## src/rtl/instruction_fetch.sv

```systemverilog
// rtl/instruction_fetch.sv - fetch PC, 2-entry prefetch queue and redirect handling
// Optional misaligned-redirect trap enabled by defining FETCH_MISALIGN_TRAP_EN.
module instruction_fetch #(
  parameter int                    ADDR_WIDTH = 10,
  parameter logic [ADDR_WIDTH-1:0] RESET_PC   = '0
) (
  input  logic                  clk,
  input  logic                  reset,
  output logic [ADDR_WIDTH-1:0] rom_address,
  input  logic [31:0]           rom_data,
  input  logic                  redirect,
  input  logic [ADDR_WIDTH-1:0] redirect_pc,
  output logic                  inst_valid,
  input  logic                  inst_ready,
  output logic [31:0]           inst,
  output logic [ADDR_WIDTH-1:0] inst_pc,
  output logic                  fetch_fault
);

  logic [ADDR_WIDTH-1:0] fetch_pc_q, fetch_pc_d;
  logic [31:0]           word_q [2];
  logic [31:0]           word_d [2];
  logic [ADDR_WIDTH-1:0] pc_q [2];
  logic [ADDR_WIDTH-1:0] pc_d [2];
  logic                  head_q, head_d;
  logic                  tail_q, tail_d;
  logic [1:0]            count_q, count_d;
  logic                  fault_q, fault_d;
  logic                  pop, push;

  assign pop = (count_q != 2'd0) && inst_ready;

  always_comb begin
    fetch_pc_d = fetch_pc_q;
    word_d     = word_q;
    pc_d       = pc_q;
    head_d     = head_q;
    tail_d     = tail_q;
    count_d    = count_q;
    fault_d    = fault_q;
    push       = !fault_q && ((count_q != 2'd2) || pop);

    if (redirect) begin
      // Flush drops everything queued, including any pop offered this cycle.
      count_d = 2'd0;
      tail_d  = head_q;
`ifdef FETCH_MISALIGN_TRAP_EN
      if (redirect_pc[1:0] != 2'b00) begin
        fault_d = 1'b1;
      end else begin
        fault_d    = 1'b0;
        fetch_pc_d = redirect_pc;
      end
`else
      fetch_pc_d = redirect_pc & ~ADDR_WIDTH'(3);
`endif
    end else begin
      if (push) begin
        word_d[tail_q] = rom_data;
        pc_d[tail_q]   = fetch_pc_q;
        tail_d         = ~tail_q;
        fetch_pc_d     = fetch_pc_q + ADDR_WIDTH'(4);
      end
      if (pop) begin
        head_d = ~head_q;
      end
      case ({push, pop})
        2'b10:   count_d = count_q + 2'd1;
        2'b01:   count_d = count_q - 2'd1;
        default: count_d = count_q;
      endcase
    end
  end

  always_ff @(posedge clk) begin
    if (reset) begin
      fetch_pc_q <= RESET_PC;
      word_q[0]  <= '0;
      word_q[1]  <= '0;
      pc_q[0]    <= '0;
      pc_q[1]    <= '0;
      head_q     <= 1'b0;
      tail_q     <= 1'b0;
      count_q    <= 2'd0;
      fault_q    <= 1'b0;
    end else begin
      fetch_pc_q <= fetch_pc_d;
      word_q     <= word_d;
      pc_q       <= pc_d;
      head_q     <= head_d;
      tail_q     <= tail_d;
      count_q    <= count_d;
      fault_q    <= fault_d;
    end
  end

  assign rom_address = fetch_pc_q;
  assign inst_valid  = (count_q != 2'd0);
  assign inst        = word_q[head_q];
  assign inst_pc     = pc_q[head_q];
  assign fetch_fault = fault_q;

endmodule
```

## config.mk

```make
export PLATFORM = sky130hd
export DESIGN_NAME = instruction_fetch
export DESIGN_NICKNAME = d
export VERILOG_FILES = /design/src/rtl/instruction_fetch.sv
export SDC_FILE = /design/constraint.sdc
export NUM_CORES = 1
export LEC_CHECK = 0
export BUFFER_PORTS_ARGS = -buffer_cell sky130_fd_sc_hd__buf_2
export CAP_MARGIN = 20
export CORE_MARGIN = 2
export CORE_UTILIZATION = 50
export CTS_CLUSTER_DIAMETER = 150
export DETAILED_ROUTE_END_ITERATION = 16
export PLACE_DENSITY = 0.75
export SLEW_MARGIN = 20
export SYNTH_ARGS = -nofsm -noshare
export SYNTH_HDL_FRONTEND = slang
export SYNTH_SLANG_ARGS = --single-unit
```

## constraint.sdc

```tcl
create_clock -name clk -period 2.25 [get_ports clk]
set_input_delay 0.45 -clock clk [delete_from_list [all_inputs] [get_ports clk]]
set_output_delay 0.45 -clock clk [all_outputs]
set_load 0.02 [all_outputs]
```

* After elaboration in Yosys (flattened, before gate mapping)
Index checks and enable logic that the tools add are counted.
** Storage, ports and cells
- Register bits :: 98
- Input port bits :: 46
- Output and inout bits :: 54
- Logic and storage cells :: 49
** Cells by class
- Add/subtract/negate cells :: 3
- $lt $le $gt $ge :: 3
- Eq/ne operators :: 3
- Mux-type cells :: 17
- Bitwise gates (word level) :: 5
- Reduce and logical (&&, ||, !) cells :: 9
** Operator list (count)
- two-way mux 32 bit :: 4
- bitwise mux 64 bit :: 1
- two-way mux 10 bit :: 6
- demux 32 bit (select 1 bit) :: 1
- bitwise mux 20 bit :: 1
- adder 10 x 3 -> 10 bit, second input constant :: 1
- demux 10 bit (select 1 bit) :: 1
- nonzero test 2 bit :: 3
- >= comparator 2 bit, second input constant :: 2
- inverter 1 -> 2 bit :: 2
- one-hot mux 2 bit (2 select lines) :: 1
- AND reduction 2 bit :: 2
- inverter 1 bit :: 3
- adder 2 x 1 -> 2 bit, second input constant :: 1
- equality test 2 x 1 -> 1 bit, second input constant :: 1
- equality test 2 bit, second input constant :: 1
- logical AND 1 bit :: 2
- less-than comparator 2 x 1 -> 1 bit, second input constant :: 1
- two-way mux 1 bit :: 2
- != test 2 bit, second input constant :: 1
- OR reduction 2 bit :: 1
- subtractor 2 x 1 -> 2 bit, second input constant :: 1
- logical OR 1 bit :: 1

* Depth between registers and ports, before layout
Gate-level depths: netlist of the first run.
- Depth after elaboration :: 6
- Gate-level depth with buffers :: 7
- Mapped depth without buffers :: 5

* Worst setup path before layout of the first run
Ideal clock, no wire load.
- Path type :: flip-flop to output port
- Start :: reg head_q
- End :: out inst[0]
- Arrival time :: 1115 ps
- Path slack :: 685 ps
- Stages on the path, launching flop included :: 4
- Path through :: dfxtp_1 -> clkbuf_1 -> buf_2 -> mux2_2
** Between the ends
- Longest elaborated chain between the ends :: 4
** RTL lines
- from (decl) :: RTL line 25 : logic head_q, head_d;
- from (signal assigned) :: RTL line 82 : head_q <= 1'b0;
- from (signal assigned) :: RTL line 90 : head_q <= head_d;
- inverter 1 -> 2 bit (implied by the code) :: RTL line 99 : assign inst = word_q[head_q];
- two-way mux 32 bit (implied by the code) (3 in series) :: RTL line 99
- to (decl) :: RTL line 15 : output logic [31:0] inst,
No other way between the ends. The select of a mux whose other input is x is not followed.

* Final worst setup path of the first run
- Start :: reg head_q
- End :: out inst_pc[6]
** Between the ends
- Longest elaborated chain between the ends :: 4
** RTL lines
- inverter 1 -> 2 bit (implied by the code) :: RTL line 100 : assign inst_pc = pc_q[head_q];
- two-way mux 10 bit (implied by the code) (3 in series) :: RTL line 100
- to (decl) :: RTL line 16 : output logic [ADDR_WIDTH-1:0] inst_pc,
No other way between the ends. The select of a mux whose other input is x is not followed.

==> flow_metrics.py, run 1 <==
metrics = {
    "logic_synthesis": {
        "async_flop_share": 0,
        "ys_seq_area_frac": 0.3972,
        "syn_area_um2": 4637,
        "synthFlopType": "dfxtp_1",
        "netlist_instances": 454,
        "synth_edf_count": 0,
        "ys_types": 46,
        "postSynthAreaPerCell_um2": 10.21,
        "yosysWarningCount": 0,
        "ys_seq_elements": 92,
    },
    "hold_path": {
        "min_path_type": "primary input to register",
        "min_from": "redirect_pc[4]",
    },
    "timing": {
        "rsz0062_at_grt": "no",
        "fin_skew_ps": 11.89,
        "period_share": 0.9164,
        "finalHoldViolCount": 0,
        "fmax_mhz": 485.0,
        "min_period_ps": 2062,
        "setup_tns_ps": 0,
        "final-setup-viol-count": 0,
        "finalMaxSlewViolations": 0,
    },
    "clock_tree": {
        "clk_latency_ps": 350,
        "cts_sinks": 92,
        "path_clk_slew_ps": 90,
        "cts_made_buffers": 9,
        "cts_tree": "yes",
        "htree_levels": 3,
        "postCtsSetupRepairBufs": 0,
        "clock_path_buffers": 2,
        "cts_hold_buf": 0,
        "ctsResizeCount": 0,
        "cts_root_buf": "clkbuf_8",
    },
    "grt": {
        "grt_pass1_wl_mm": 15.07,
        "overflow": 0,
        "grt_usage": 0.1859,
        "grt_pass1_vias": 3252,
        "grt_max_degree": 55,
        "antenna_found_initial": 0,
    },
    "placed_design": {
        "gp_congestion": 0.7957,
        "dp_hpwl_mm": 6.502,
        "io_buffers": 92,
        "dpl_cell_area_um2": 5187,
        "placedCellCount": 637,
    },
    "final_layout": {
        "ff_latch_area_um2": 1846,
        "final_cells": 653,
        "drive_gt1_frac": 0.3173,
        "fill_cells": 779,
        "antennaDiodeCount": 0,
        "multiInputGateArea_um2": 2569,
        "area_delta_synth_final_pct": 16.43,
        "nNetsFinal": 586,
        "design_area_um2": 5399,
    },
    "power_and_ir_drop": {
        "p_per_area_nw_per_um2": 654.1,
        "ir_worst_vdd_uv": 379.8,
        "p_leak_nw": 2.380,
    },
    "routing": {
        "topRoutingLayerUsed": "met4",
        "met2WireLength_mm": 4.642,
        "met1_length_mm": 4.433,
        "drc": 0,
        "via_count": 3409,
        "postRouteWirelength_mm": 9.515,
        "dr_wl_met3_um": 378,
        "first_pass_iters": 4,
        "wl_per_cell_um": 14.57,
        "vias_per_cell": 5.221,
        "detail-route-antenna-nets": 0,
        "first_iter_violations": 107,
    },
    "outcome": {
        "status": "finished, final reports clean",
    },
    "floorplanning": {
        "initial_core_util": 0.5091,
        "std_cell_rows": 35,
        "die_y_um": 100.3,
        "die_x_um": 100.3,
        "fp.dieArea_um2": 10060,
        "coreArea_um2": 9109,
        "ios": 100,
    },
    "critical_path": {
        "worstSetupPathType": "register to output pin",
        "crit_start": "head_q",
        "crit_path_end_kind": "output pin",
        "crit_arrival_ps": 1610,
        "reg2reg_from": "count_q[0]",
        "crit_required_ps": 1800,
        "cp_max_fo": 22,
        "cp-start-kind": "register",
    },
    "run": {
        "drv_cap": 0,
    },
}
-- cell type report --
type | instances | share of cell area
clock buffers | 10 | 0.02549
clock inverters | 6 | 0.01321
inverters | 7 | 0.004867
multi-input cells | 320 | 0.4758
flip-flops and latches | 92 | 0.3418
well taps | 111 | 0.02572
repair buffers | 107 | 0.1131
-- worst paths after layout --
check / end / slack [ps] / cells past startpoint
setup / recovery: inst_pc[6] / 190 / 3
hold / removal: rom_address[4] / 360 / 3
setup reg to reg: word_q[14] / 480 / 6
hold reg to reg: word_q[12] / 480 / 2
-- state kept, by name, indices dropped and copies added, names as in the netlist --
signal	cells
pc_q	16
word_q	64
count_q	2
head_q	1
tail_q	1
rom_address	8
-- metrics by stage --
step	utilization	power, mW	setup slack, ps	hold slack (ps)
2_1_floorplan	-	2.254	685.4	445.2
3_3_place_gp	0.5695	2.417	407.5	454.3
3_5_place_dp	0.5695	2.436	397.7	460.7
4_1_cts	0.5924	3.580	4.058	346.6
5_1_grt	0.5927	3.703	118.2	374.1
6_report	0.5927	3.531	188.1	359.3
-- report_power, final --
group          leakage [nW]  switching, mW  internal (mW)  total [mW]
logic                  1.53          0.327          0.283       0.610
registers             0.753         0.0667           1.72        1.78
clock network        0.0995          0.583          0.554        1.14
-- critical path: stages (launching register included) --
cell and delay, ps:
dfxtp_4 520, buf_12 220, mux2_2 370, buf_2 160
-- placed cells by master, fill, tap and decap left out, types with 3 or more instances in the layout --
| cell | netlist | final |
|---|---|---|
| o21ai_0 | 3 | 3 |
| buf_2 | 8 | 92 |
| mux2_2 | 40 | 40 |
| nand2b_1 | 120 | 120 |
| buf_4 | 9 | 12 |
| inv_1 | 5 | 5 |
| nor3_1 | 5 | 5 |
| a21oi_1 | 5 | 5 |
| ha_1 | 3 | 3 |
| nor2_1 | 6 | 6 |
| nand2_1 | 5 | 5 |
| nand3_1 | 5 | 5 |
| dfxtp_1 | 92 | 91 |
| conb_1 | 1 | 5 |
| mux2i_1 | 80 | 80 |
| clkbuf_8 | 0 | 10 |
| buf_12 | 0 | 3 |
| o211ai_1 | 6 | 6 |
-- cells in the mapped netlist, drive strengths merged (3+ instances only) --
cell type	n	area (um2)
a2111oi	3	32.53
mux2	40	450.4
nand3	5	25.02
clkbuf	17	63.81
ha	3	37.54
a21boi	3	22.52
nand2	5	18.77
nor3	5	25.02
inv	7	26.28
nand2b	121	764.5
a21oi	5	25.02
o21ai	5	25.02
mux2i	80	800.8
nor2	6	22.52
buf	22	167.6
dfxtp	92	1842
o211ai	7	57.55
-- kinds of logic (layout without fill, tap and decap cells) --
family                     Yosys count  count (layout)  synth area share
and+or+nand+nor                    156             156            0.2070
DFF                                 92              92            0.3972
AOI/OAI and AO/OA                   36              36           0.06152
adders and majority gates            3               3          0.008096
other                                1               5         0.0008087
buffers and inverters               46             130           0.05558
muxes                              120             120            0.2698
-- routing by layer --
layer / GRT usage / up-vias
met5: 0 / -
met4: 0.05585 / 0
met3: 0.03691 / 6
met2: 0.3087 / 71
met1: 0.2445 / 1616
li1: - / 1716
No activity file was read; power rests on OpenSTA's default activity.
==> inputs of run 2 (changes only) <==
--- a/config.mk
+++ b/config.mk
@@ -7,6 +7,7 @@
 export LEC_CHECK = 0
 export BUFFER_PORTS_ARGS = -buffer_cell sky130_fd_sc_hd__buf_2
 export CAP_MARGIN = 20
+export CORE_ASPECT_RATIO = 1.75
 export CORE_MARGIN = 2
 export CORE_UTILIZATION = 50
 export CTS_CLUSTER_DIAMETER = 150
==> flow_metrics.py, run 2 (same netlist as run 1, synthesis figures left out) <==
metrics = {
    "outcome": {
        "status": "finished, final reports clean",
    },
    "hold_path": {
        "min_path_type": "primary input to register",
    },
    "grt": {
        "grt_pass1_wl_mm": 16.16,
        "overflow": 0,
        "grt_pass1_vias": 3415,
        "grt_usage": 0.1946,
        "grt_max_degree": 59,
        "antenna_found_initial": 0,
    },
    "clock_tree": {
        "cts_tree": "yes",
        "clock_path_buffers": 2,
        "cts_root_buf": "clkbuf_16",
        "path_clk_slew_ps": 60,
        "cts_made_buffers": 9,
        "ctsResizeCount": 0,
        "cts_sinks": 92,
        "clk_latency_ps": 330,
        "postCtsSetupRepairBufs": 0,
        "htree_levels": 3,
        "cts_hold_buf": 0,
    },
    "power_and_ir_drop": {
        "ir_worst_vdd_uv": 405.7,
        "p_per_area_nw_per_um2": 692.5,
        "p_leak_nw": 2.395,
    },
    "placed_design": {
        "io_buffers": 92,
        "dp_hpwl_mm": 6.908,
        "placedCellCount": 641,
        "gp_congestion": 0.7752,
    },
    "routing": {
        "vias_per_cell": 5.201,
        "drc": 0,
        "first_iter_violations": 128,
        "wl_per_cell_um": 14.90,
        "via_count": 3412,
        "postRouteWirelength_mm": 9.773,
        "detail-route-antenna-nets": 0,
        "first_pass_iters": 4,
    },
    "final_layout": {
        "final_cells": 656,
        "nNetsFinal": 581,
        "antennaDiodeCount": 0,
        "area_delta_synth_final_pct": 17.40,
        "mostFrequentLayoutCells": "nand2b_1 (120), buf_2 (92), dfxtp_1 (91)",
        "layout_commonest_cell": "nand2b_1",
        "drive_gt1_frac": 0.3060,
        "largest_register": "word_q",
        "largest_reg_flops": 64,
    },
    "critical_path": {
        "crit_arrival_ps": 1630,
        "crit_required_ps": 1800,
        "crit_path_end_kind": "output pin",
        "worstSetupPathType": "register to output pin",
        "cp-start-kind": "register",
        "cp_max_fo": 20,
    },
    "floorplanning": {
        "fp.dieArea_um2": 10090,
        "die_x_um": 76.80,
        "ios": 100,
        "initial_core_util": 0.5132,
        "coreArea_um2": 9036,
        "std_cell_rows": 46,
        "die_y_um": 131.4,
    },
    "timing": {
        "final-setup-viol-count": 0,
        "finalMaxSlewViolations": 0,
        "fin_skew_ps": 5.828,
        "setup_tns_ps": 0,
        "fmax_mhz": 480.5,
        "min_period_ps": 2081,
        "rsz0062_at_grt": "no",
        "period_share": 0.9249,
        "finalHoldViolCount": 0,
    },
    "run": {
        "drv_cap": 0,
    },
}
run 2: cell types whose count changed in the layout (fill, tap and decap cells not counted), moves of 2 or more:
cell | previous run | this run
buf_4 | 12 | 6
clkbuf_1 | 0 | 2
clkbuf_16 | 0 | 9
clkbuf_8 | 10 | 2
clkinv_2 | 0 | 2
clkinvlp_4 | 2 | 0
inv_6 | 2 | 0
run 2: critical path, cell delays in order (launching register included):
cell	delay (ps)
dfxtp_2	550
buf_12	220
mux2_2	360
buf_2	160
run 2: where the power goes:
group          internal (mW)  switching [mW]
Clock                  0.800           0.577
Combinational          0.279           0.328
Sequential              1.72          0.0653
Total                   2.80           0.970
run 2: layout make-up:
| cell class | instances | area, um2 |
|---|---|---|
| sequential | 92 | 1843 |
| inverter | 7 | 26.28 |
| clock inverter | 2 | 10.01 |
| clock buffer | 13 | 260.3 |
| fill | 798 | 3592 |
| timing repair buffer | 102 | 585.6 |
| tap | 120 | 150.1 |
| multi-input combinational | 320 | 2569 |
run 2: path summary, 6_finish.rpt:
path,startpoint,end,slack (ps),cells after the start
worst max-delay path,head_q,inst[24],170,3
worst min register to register,pc_q[16],pc_q[16],470,2
worst max register to register,count_q[0],word_q[8],520,6
worst min-delay path,redirect_pc[2],rom_address[2],380,3
run 2: per-layer routing:
metal,global-route usage,routed length [um],up-vias
met1,0.2259,3999,1639
li1,-,-,1701
met5,0,0,-
met2,0.3577,5358,64
met3,0.03228,312,8
met4,0.06061,103,0
run 2: metrics by stage:
stage	util	instance area (um2)	worst slack, ps	power [mW]	hold WS [ps]
after floorplan	-	4652	685.4	2.254	445.2
after global placement	0.5726	5174	488.4	2.412	454.2
after detailed placement	0.5726	5174	460.2	2.434	464.3
after CTS	0.6025	5444	131.4	3.817	365.7
after global routing	0.6025	5444	102.2	3.926	391.6
final	0.6025	5444	169.0	3.770	382.9
